`src/rtl/rtc_calendar_core.sv`:
```
// Real-time-clock core: 1 Hz prescaler, Gregorian calendar with validated presets,
// 12/24h output formatting and NUM_ALARMS time-of-day alarms with sticky flags.
module rtc_calendar_core #(
    parameter int CLK_FREQ_HZ = 32768,
    parameter int YEAR_W      = 12,
    parameter int RESET_YEAR  = 2000,
    parameter int NUM_ALARMS  = 2,
    localparam int AW         = (NUM_ALARMS > 1) ? $clog2(NUM_ALARMS) : 1
) (
    input  logic                  clk_i,
    input  logic                  rstn_i,
    input  logic                  en_i,
    input  logic                  mode_i,
    input  logic                  preset_valid_i,
    input  logic [5:0]            init_sec_i,
    input  logic [5:0]            init_min_i,
    input  logic [4:0]            init_hour_i,
    input  logic [2:0]            init_day_of_week_i,
    input  logic [4:0]            init_day_of_month_i,
    input  logic [3:0]            init_month_i,
    input  logic [YEAR_W-1:0]     init_year_i,
    input  logic                  alarm_wr_i,
    input  logic [AW-1:0]         alarm_idx_i,
    input  logic                  alarm_en_i,
    input  logic [5:0]            alarm_sec_i,
    input  logic [5:0]            alarm_min_i,
    input  logic [4:0]            alarm_hour_i,
    input  logic [NUM_ALARMS-1:0] alarm_clr_i,
    output logic                  tick_o,
    output logic                  preset_err_o,
    output logic [5:0]            cur_sec_o,
    output logic [5:0]            cur_min_o,
    output logic [4:0]            cur_hour_o,
    output logic                  cur_pm_o,
    output logic [2:0]            cur_day_of_week_o,
    output logic [4:0]            cur_day_of_month_o,
    output logic [3:0]            cur_month_o,
    output logic [YEAR_W-1:0]     cur_year_o,
    output logic [NUM_ALARMS-1:0] alarm_irq_o
);

    localparam int PW = $clog2(CLK_FREQ_HZ);
    localparam logic [PW-1:0] TC = PW'(CLK_FREQ_HZ - 1);

    function automatic logic is_leap(input logic [YEAR_W-1:0] y);
        logic [31:0] yv;
        yv = 32'(y);
        return (yv % 32'd4 == 32'd0) && ((yv % 32'd100 != 32'd0) || (yv % 32'd400 == 32'd0));
    endfunction

    function automatic logic [4:0] days_in_month(input logic [3:0] m, input logic [YEAR_W-1:0] y);
        case (m)
            4'd4, 4'd6, 4'd9, 4'd11: return 5'd30;
            4'd2:                    return is_leap(y) ? 5'd29 : 5'd28;
            default:                 return 5'd31;
        endcase
    endfunction

    logic [PW-1:0]     presc_q;
    logic [5:0]        sec_q, min_q;
    logic [4:0]        hour_q;
    logic [2:0]        dow_q;
    logic [4:0]        dom_q;
    logic [3:0]        month_q;
    logic [YEAR_W-1:0] year_q;
    logic              upd_q;
    logic              preset_ok;

    logic [NUM_ALARMS-1:0]       al_en_q;
    logic [NUM_ALARMS-1:0][5:0]  al_sec_q, al_min_q;
    logic [NUM_ALARMS-1:0][4:0]  al_hour_q;
    logic [NUM_ALARMS-1:0]       match;

    assign preset_ok = preset_valid_i
                    && (init_sec_i < 6'd60) && (init_min_i < 6'd60) && (init_hour_i < 5'd24)
                    && (init_day_of_week_i != 3'd0)
                    && (init_month_i >= 4'd1) && (init_month_i <= 4'd12)
                    && (init_day_of_month_i != 5'd0)
                    && (init_day_of_month_i <= days_in_month(init_month_i, init_year_i));

    // A valid preset clears the prescaler, so it also suppresses a coincident tick.
    assign tick_o = en_i && (presc_q == TC) && !preset_ok;

    always_ff @(posedge clk_i or negedge rstn_i) begin
        if (!rstn_i) begin
            presc_q      <= '0;
            sec_q        <= '0;
            min_q        <= '0;
            hour_q       <= '0;
            dow_q        <= 3'd1;
            dom_q        <= 5'd1;
            month_q      <= 4'd1;
            year_q       <= YEAR_W'(RESET_YEAR);
            upd_q        <= 1'b0;
            preset_err_o <= 1'b0;
        end else begin
            upd_q        <= tick_o || preset_ok;
            preset_err_o <= preset_valid_i && !preset_ok;
            if (preset_ok) begin
                presc_q <= '0;
                sec_q   <= init_sec_i;
                min_q   <= init_min_i;
                hour_q  <= init_hour_i;
                dow_q   <= init_day_of_week_i;
                dom_q   <= init_day_of_month_i;
                month_q <= init_month_i;
                year_q  <= init_year_i;
            end else if (tick_o) begin
                presc_q <= '0;
                if (sec_q != 6'd59) begin
                    sec_q <= sec_q + 6'd1;
                end else begin
                    sec_q <= '0;
                    if (min_q != 6'd59) begin
                        min_q <= min_q + 6'd1;
                    end else begin
                        min_q <= '0;
                        if (hour_q != 5'd23) begin
                            hour_q <= hour_q + 5'd1;
                        end else begin
                            hour_q <= '0;
                            dow_q  <= (dow_q == 3'd7) ? 3'd1 : dow_q + 3'd1;
                            if (dom_q != days_in_month(month_q, year_q)) begin
                                dom_q <= dom_q + 5'd1;
                            end else begin
                                dom_q <= 5'd1;
                                if (month_q != 4'd12) begin
                                    month_q <= month_q + 4'd1;
                                end else begin
                                    month_q <= 4'd1;
                                    year_q  <= year_q + 1'b1;
                                end
                            end
                        end
                    end
                end
            end else if (en_i) begin
                presc_q <= presc_q + 1'b1;
            end
        end
    end

    // Alarms compare against the registered time only in the cycle after it changed.
    always_comb begin
        match = '0;
        for (int i = 0; i < NUM_ALARMS; i++) begin
            match[i] = upd_q && al_en_q[i] && (al_sec_q[i] == sec_q)
                    && (al_min_q[i] == min_q) && (al_hour_q[i] == hour_q);
        end
    end

    always_ff @(posedge clk_i or negedge rstn_i) begin
        if (!rstn_i) begin
            al_en_q     <= '0;
            al_sec_q    <= '0;
            al_min_q    <= '0;
            al_hour_q   <= '0;
            alarm_irq_o <= '0;
        end else begin
            for (int i = 0; i < NUM_ALARMS; i++) begin
                if (alarm_wr_i && (alarm_idx_i == AW'(i))) begin
                    al_en_q[i]   <= alarm_en_i;
                    al_sec_q[i]  <= alarm_sec_i;
                    al_min_q[i]  <= alarm_min_i;
                    al_hour_q[i] <= alarm_hour_i;
                end
            end
            alarm_irq_o <= match | (alarm_irq_o & ~alarm_clr_i);
        end
    end

    always_comb begin
        cur_hour_o = hour_q;
        cur_pm_o   = 1'b0;
        if (mode_i) begin
            if (hour_q == 5'd0) begin
                cur_hour_o = 5'd12;
            end else if (hour_q > 5'd12) begin
                cur_hour_o = hour_q - 5'd12;
                cur_pm_o   = 1'b1;
            end else if (hour_q == 5'd12) begin
                cur_pm_o   = 1'b1;
            end
        end
    end

    assign cur_sec_o          = sec_q;
    assign cur_min_o          = min_q;
    assign cur_day_of_week_o  = dow_q;
    assign cur_day_of_month_o = dom_q;
    assign cur_month_o        = month_q;
    assign cur_year_o         = year_q;

endmodule

```
`config.mk`:
```
export PLATFORM = sky130hd
export DESIGN_NAME = rtc_calendar_core
export DESIGN_NICKNAME = d
export VERILOG_FILES = /design/src/rtl/rtc_calendar_core.sv
export SDC_FILE = /design/constraint.sdc
export NUM_CORES = 1
export LEC_CHECK = 0
export CAP_MARGIN = 10
export CELL_PAD_IN_SITES_DETAIL_PLACEMENT = 2
export CELL_PAD_IN_SITES_GLOBAL_PLACEMENT = 2
export CORE_MARGIN = 2
export CORE_UTILIZATION = 37
export DETAILED_ROUTE_END_ITERATION = 10
export HOLD_SLACK_MARGIN = 0.06
export PLACE_DENSITY_LB_ADDON = 0.1
export SLEW_MARGIN = 10
export SYNTH_ARGS = -nofsm -noshare
export SYNTH_HDL_FRONTEND = slang
export SYNTH_SLANG_ARGS = --single-unit
```
`constraint.sdc`:
```
create_clock -name clk_i -period 18 [get_ports clk_i]
set_input_delay 4.5 -clock clk_i [delete_from_list [all_inputs] [get_ports clk_i]]
set_output_delay 4.5 -clock clk_i [all_outputs]
set_load 0.01 [all_outputs]
```
-- Word-level counts from Yosys, hierarchy flattened
Cells that the tools add are included.
- add/sub/neg operators: 9
- $mul: 0
- divide/modulo/power cells: 4
- magnitude comparators: 7
- eq/ne operators: 29
- shift operators: 0
- multiplexer cells: 57
- bitwise operators: 4
- reduce and logical (&&, ||, !) cells: 45
- operators with widths (operator ; number):
    zero test 32 bit ; 4
    2-to-1 mux 5 bit ; 19
    2-to-1 mux 12 bit ; 7
    remainder unit 12 x 7 -> 32 bit (second input constant) ; 2
    remainder unit 12 x 9 -> 32 bit (second input constant) ; 2
    nonzero test 32 bit ; 2
    2-to-1 mux 15 bit ; 3
    2-to-1 mux 6 bit ; 7
    2-to-1 mux 4 bit ; 7
    equality test 6 bit ; 4
    logical AND 1 bit ; 23
    2-to-1 mux 3 bit ; 6
    equality test 4 x 3 -> 1 bit (second input constant) ; 4
    equality test 4 bit (second input constant) ; 4
    adder 15 x 1 -> 15 bit (second input constant) ; 1
    equality test 15 bit (second input constant) ; 1
    adder 12 x 1 -> 12 bit (second input constant) ; 1
    adder 6 x 1 -> 6 bit (second input constant) ; 2
    < comparator 6 bit (second input constant) ; 2
    != test 6 bit (second input constant) ; 2
    adder 5 x 1 -> 5 bit (second input constant) ; 2
    equality test 5 bit ; 2
    != test 2 bit (second input constant) ; 5
    equality test 4 x 2 -> 1 bit (second input constant) ; 2
    31 further kinds ; 41
- register bits: 96
- latch bits: 0
- memory bits (writable): 0
- bits in read-only memories: 0
- output and inout port bits: 46
- logic and storage cells: 174
- memories: 0

-- Longest topological paths before layout
- depth in word-level cells: 20
- depth in mapped cells: 34

-- Worst setup path after synthesis
Ideal clock, no wire load.
- path type: input to output
- start point: input port init_year_i[7]
- end point: output port tick_o
- data arrival time: 10.710 ns
- data required time: 13.500 ns
- slack: 2.790 ns
- cell stages on the path: 26
- cells stage by stage: buf_2 > o31ai_1 > inv_1 > ha_1 > o21ai_0 > and2_1 > buf_2 > nor2_1 > xnor2_1 > a221oi_1 > a21oi_1 > maj3_1 > o211a_1 > o41ai_2 > nand4_1 > a221o_1 > a2111oi_0 > mux2_2 > a21oi_1 > ha_1 > and2_1 > o311a_1 > clkbuf_1 > clkbuf_1 > clkbuf_1 > nor2_1
- longest elaborated chain between the ends: 10
- ends and longest elaborated chain (what ; line ; text):
    from (decl) ; 21 ; input logic [YEAR_W-1:0] init_year_i,
    remainder unit 12 x 7 -> 32 bit or remainder unit 12 x 9 -> 32 bit (tied branches) ; 48 ; return (yv % 32'd4 == 32'd0) && ((yv % 32'd100 != 32'd0) || (yv % 32'd400 == 32'd0));
    nonzero test 32 bit or zero test 32 bit (tied branches) ; 48 ;
    logical OR 1 bit (*) ; 48 ;
    logical AND 1 bit (*) ; 48 ;
    2-to-1 mux 1 bit (*) ; 54 ; 4'd2: return is_leap(y) ? 5'd29 : 5'd28;
    one-hot mux 2 bit (2 select lines) (*) ; 52 ; case (m)
    less-or-equal comparator 5 bit (*) ; 79 ; && (init_day_of_month_i <= days_in_month(init_month_i, init_year_i));
    logical AND 1 bit (*) ; 79 ;
    zero test 1 bit (*) ; 82 ; assign tick_o = en_i && (presc_q == TC) && !preset_ok;
    logical AND 1 bit (*) ; 82 ;
    to (decl) ; 29 ; output logic tick_o,
Mark *: on every way between the ends. The rest lies on a longest branch, timed or not.

-- Final worst setup path
- start point: input port init_year_i[9]
- end point: output port tick_o
The elaborated chain is that of the path after synthesis.

==> impl_metrics.json <==
{
  "ys_seq_area_frac": 0.293,
  "avgSynthCellArea_sq_um": 8.50,
  "power_mw": 1.29,
  "cts_max_path_buffers": 2,
  "cp.required_ns": 13.50,
  "drtIter0Drc": 375,
  "irDropWorstVdd_mv": 0.0554,
  "cts_root_buf": "clkbuf_16",
  "finalSetupViolCount": 0,
  "whs_ns": 0.514,
  "worstSetupPathType": "in2out",
  "grt_use_total": 0.256,
  "cts-resized-gates": 0,
  "final.min_clock_period_ns": 16.89,
  "synth_edf_count": 0,
  "fp.dieW_um": 153,
  "syn_nets": 1056,
  "synth_ff_type": "dfrtp_1",
  "num_vias": 8105,
  "startpoint_type": "input pin",
  "fin_skew_ns": 0.0156,
  "dp_hpwl_mm": 22.4,
  "drive_above_1_share": 0.111,
  "post_cts_buffers": 0,
  "worst-path-max-fanout": 12,
  "initial_core_util": 0.377,
  "rsz0062_at_grt": "no",
  "cts_tree": "done",
  "die_area_sq_um": 23400,
  "finalSetupTns_ns": 0,
  "hold_class": "reg2reg",
  "grt_max_degree": 53,
  "remaining_drc_errors": 0,
  "max_freq_mhz": 59.2,
  "die_h_um": 153,
  "synthSimpleGateAreaFrac": 0.234,
  "layout.nets": 1131,
  "p_leak_nw": 3.79,
  "syn2layout_area_growth_pct": 19.4,
  "h-tree-depth": 3,
  "cts_sinks": 96,
  "synth_mux_area_frac": 0.0747,
  "firstDrtPassIters": 4,
  "drv_slew": 0,
  "vias_per_cell": 6.11,
  "slew_headroom": 0.330,
  "grt_overflow": 0,
  "cap_violations": 0,
  "hold_violations": 0,
  "ctsHoldBuffers": 0,
  "grt_pass1_wl_mm": 48.8,
  "min_period_over_period": 0.938,
  "synth_top_family_by_area": "compound AO/OA/AOI/OAI gates",
  "cp.arrival_ns": 12.39,
  "first_global_vias": 8815,
  "worst_pin_slew_ns": 1.00,
  "power_density_nw_per_um2": 131,
  "yosys.area_share.adder": 0.0370,
  "core-area_sq_um": 21800,
  "std_cell_rows": 54,
  "synth_compound_area_frac": 0.248,
  "ys_warn_count": 0,
  "cts_made_buffers": 9,
  "ys_seq_elements": 96,
  "antenna_found_initial": 0,
  "postSynthCellCount": 967,
  "drt-wirelength-per-cell_um": 22.4,
  "clk_pin_slew_ns": 0.07,
  "ios": 114,
  "synth_xor_area_frac": 0.0688,
  "insertion_delay_ns": 0.36,
  "routed_wl_mm": 29.7,
  "portBuffers": 113,
  "end_kind": "output pin",
  "status": "completed",
  "ant_nets": 0,
  "gp_congestion": 0.831,
  "async_reset_ff_frac": 1.00,
  "num_antenna_cells": 0,
  "synth_area_sq_um": 8220,
  "synth_cell_type_count": 101
}
[report_power, final]
| part | internal, mW | total (mW) | switching, mW | leakage [nW] |
|---|---|---|---|---|
| sequential | 0.262 | 0.352 | 0.0903 | 1.15 |
| combinational | 0.305 | 0.742 | 0.437 | 2.50 |
| clock | 0.101 | 0.196 | 0.0951 | 0.146 |
| total | 0.668 | 1.29 | 0.622 | 3.79 |
[metal layers]
metal / GRT usage / wire [um] / vias to the layer above
met5: 0 / 0 / -
met4: 0.0608 / 507 / 0
met3: 0.0281 / 686 / 30
met2: 0.461 / 15500 / 121
met1: 0.327 / 13100 / 4141
li1: - / - / 3813
[cells in the mapped netlist, types with 10 or more instances]
cell type   n  share of area
and3_1     14          0.011
xnor2_1    17          0.018
clkbuf_1   41          0.019
or3_1      11         0.0084
and2_1     10         0.0076
nand4_1    20          0.015
mux2_2     42          0.058
nor3_1     27          0.016
nor4_1     17          0.013
nand3_1    46          0.028
dfrtp_1    87           0.26
o31ai_1    17          0.016
nor2_1     76          0.035
o211ai_1   10         0.0091
a31oi_1    24          0.018
xor2_1     42          0.045
mux2i_1    13          0.016
a21oi_1    41          0.025
ha_1       21          0.032
nand2_1    78          0.036
inv_1      31          0.014
o21ai_0    57          0.035
[worst max-delay path, cell delays in order]
cell and delay (ns):
clkdlybuf4s50_1 0.63, o31ai_1 0.42, inv_1 0.13, ha_1 0.34
o21ai_0 0.52, and2_1 0.39, nor2_1 0.12, xnor2_1 0.15
a221oi_1 0.61, a21oi_1 0.28, maj3_1 0.47, o211a_1 0.30
o41ai_2 0.42, nand4_1 0.28, a221o_1 0.39, a2111oi_0 0.47
mux2_2 0.39, a21oi_1 0.13, ha_1 0.24, and2_1 0.16
o311a_2 0.39, nor2_1 0.10, clkdlybuf4s50_1 0.55
[per-stage QoR]
stage	setup slack (ns)	instances	area [sq um]	util
final	1.11	1327	9820	0.450
after global routing	0.467	1327	9820	0.450
after CTS	1.12	1327	9820	0.450
after detailed placement	1.17	1311	9520	0.436
after global placement	1.53	1311	9520	0.436
after floorplan	2.79	967	8220	-
[cells by family (layout without fill, tap and decap cells)]
family | count (synthesis) | in the layout
DFF | 96 | 96
xor gates and xnor gates | 62 | 62
buffers and inverters | 88 | 168
adders and majority gates | 25 | 25
muxes | 56 | 56
AOI/OAI and AO/OA | 275 | 275
and+or+nand+nor | 365 | 365
[sequential cells by signal, indices dropped and copies added, names as in the netlist, 2 cells and up]
register and count:
al_sec_q 12, al_en_q 2, cur_day_of_week_o 3, al_min_q 12
cur_min_o 6, hour_q 5, cur_day_of_month_o 5, al_hour_q 10
cur_month_o 4, cur_sec_o 6, alarm_irq_o 2, cur_year_o 12
presc_q 15
[layout make-up]
class / instances / area, sq um
sequential: 96 / 2410
inverter: 31 / 116
tap: 280 / 350
multi-input combinational: 783 / 5450
clock buffer: 10 / 239
fill: 2446 / 12000
timing repair buffer: 121 / 1190
clock inverter: 6 / 55.1
[layout by cell type (no fill, tap or decap), types with 10 or more instances in the layout]
master,instances
a31oi_1,24
ha_1,21
nor2_1,76
mux2i_1,13
o211ai_1,10
or3_1,11
xnor2_1,17
nand4_1,20
xor2_1,42
o31ai_1,17
nand3_1,46
mux2_2,42
nand2_1,78
nor3_1,27
and2_1,10
dfrtp_1,87
inv_1,31
clkdlybuf4s50_1,112
o21ai_0,57
nor4_1,17
and3_1,14
a21oi_1,41
[final timing paths]
check	slack (ns)	endpoint	startpoint	cells after the start
max	1.11	tick_o	init_year_i[9]	23
max reg2reg	10.94	cur_year_o[1]	cur_year_o[9]	18
min reg2reg	0.51	cur_day_of_week_o[0]	cur_day_of_week_o[0]	2
min in group asynchronous	4.16	cur_sec_o[1]	rstn_i	1
min	0.51	cur_day_of_week_o[0]	cur_day_of_week_o[0]	2
max in group asynchronous	12.72	cur_year_o[0]	rstn_i	2
Power figures use the tool's default switching activity.
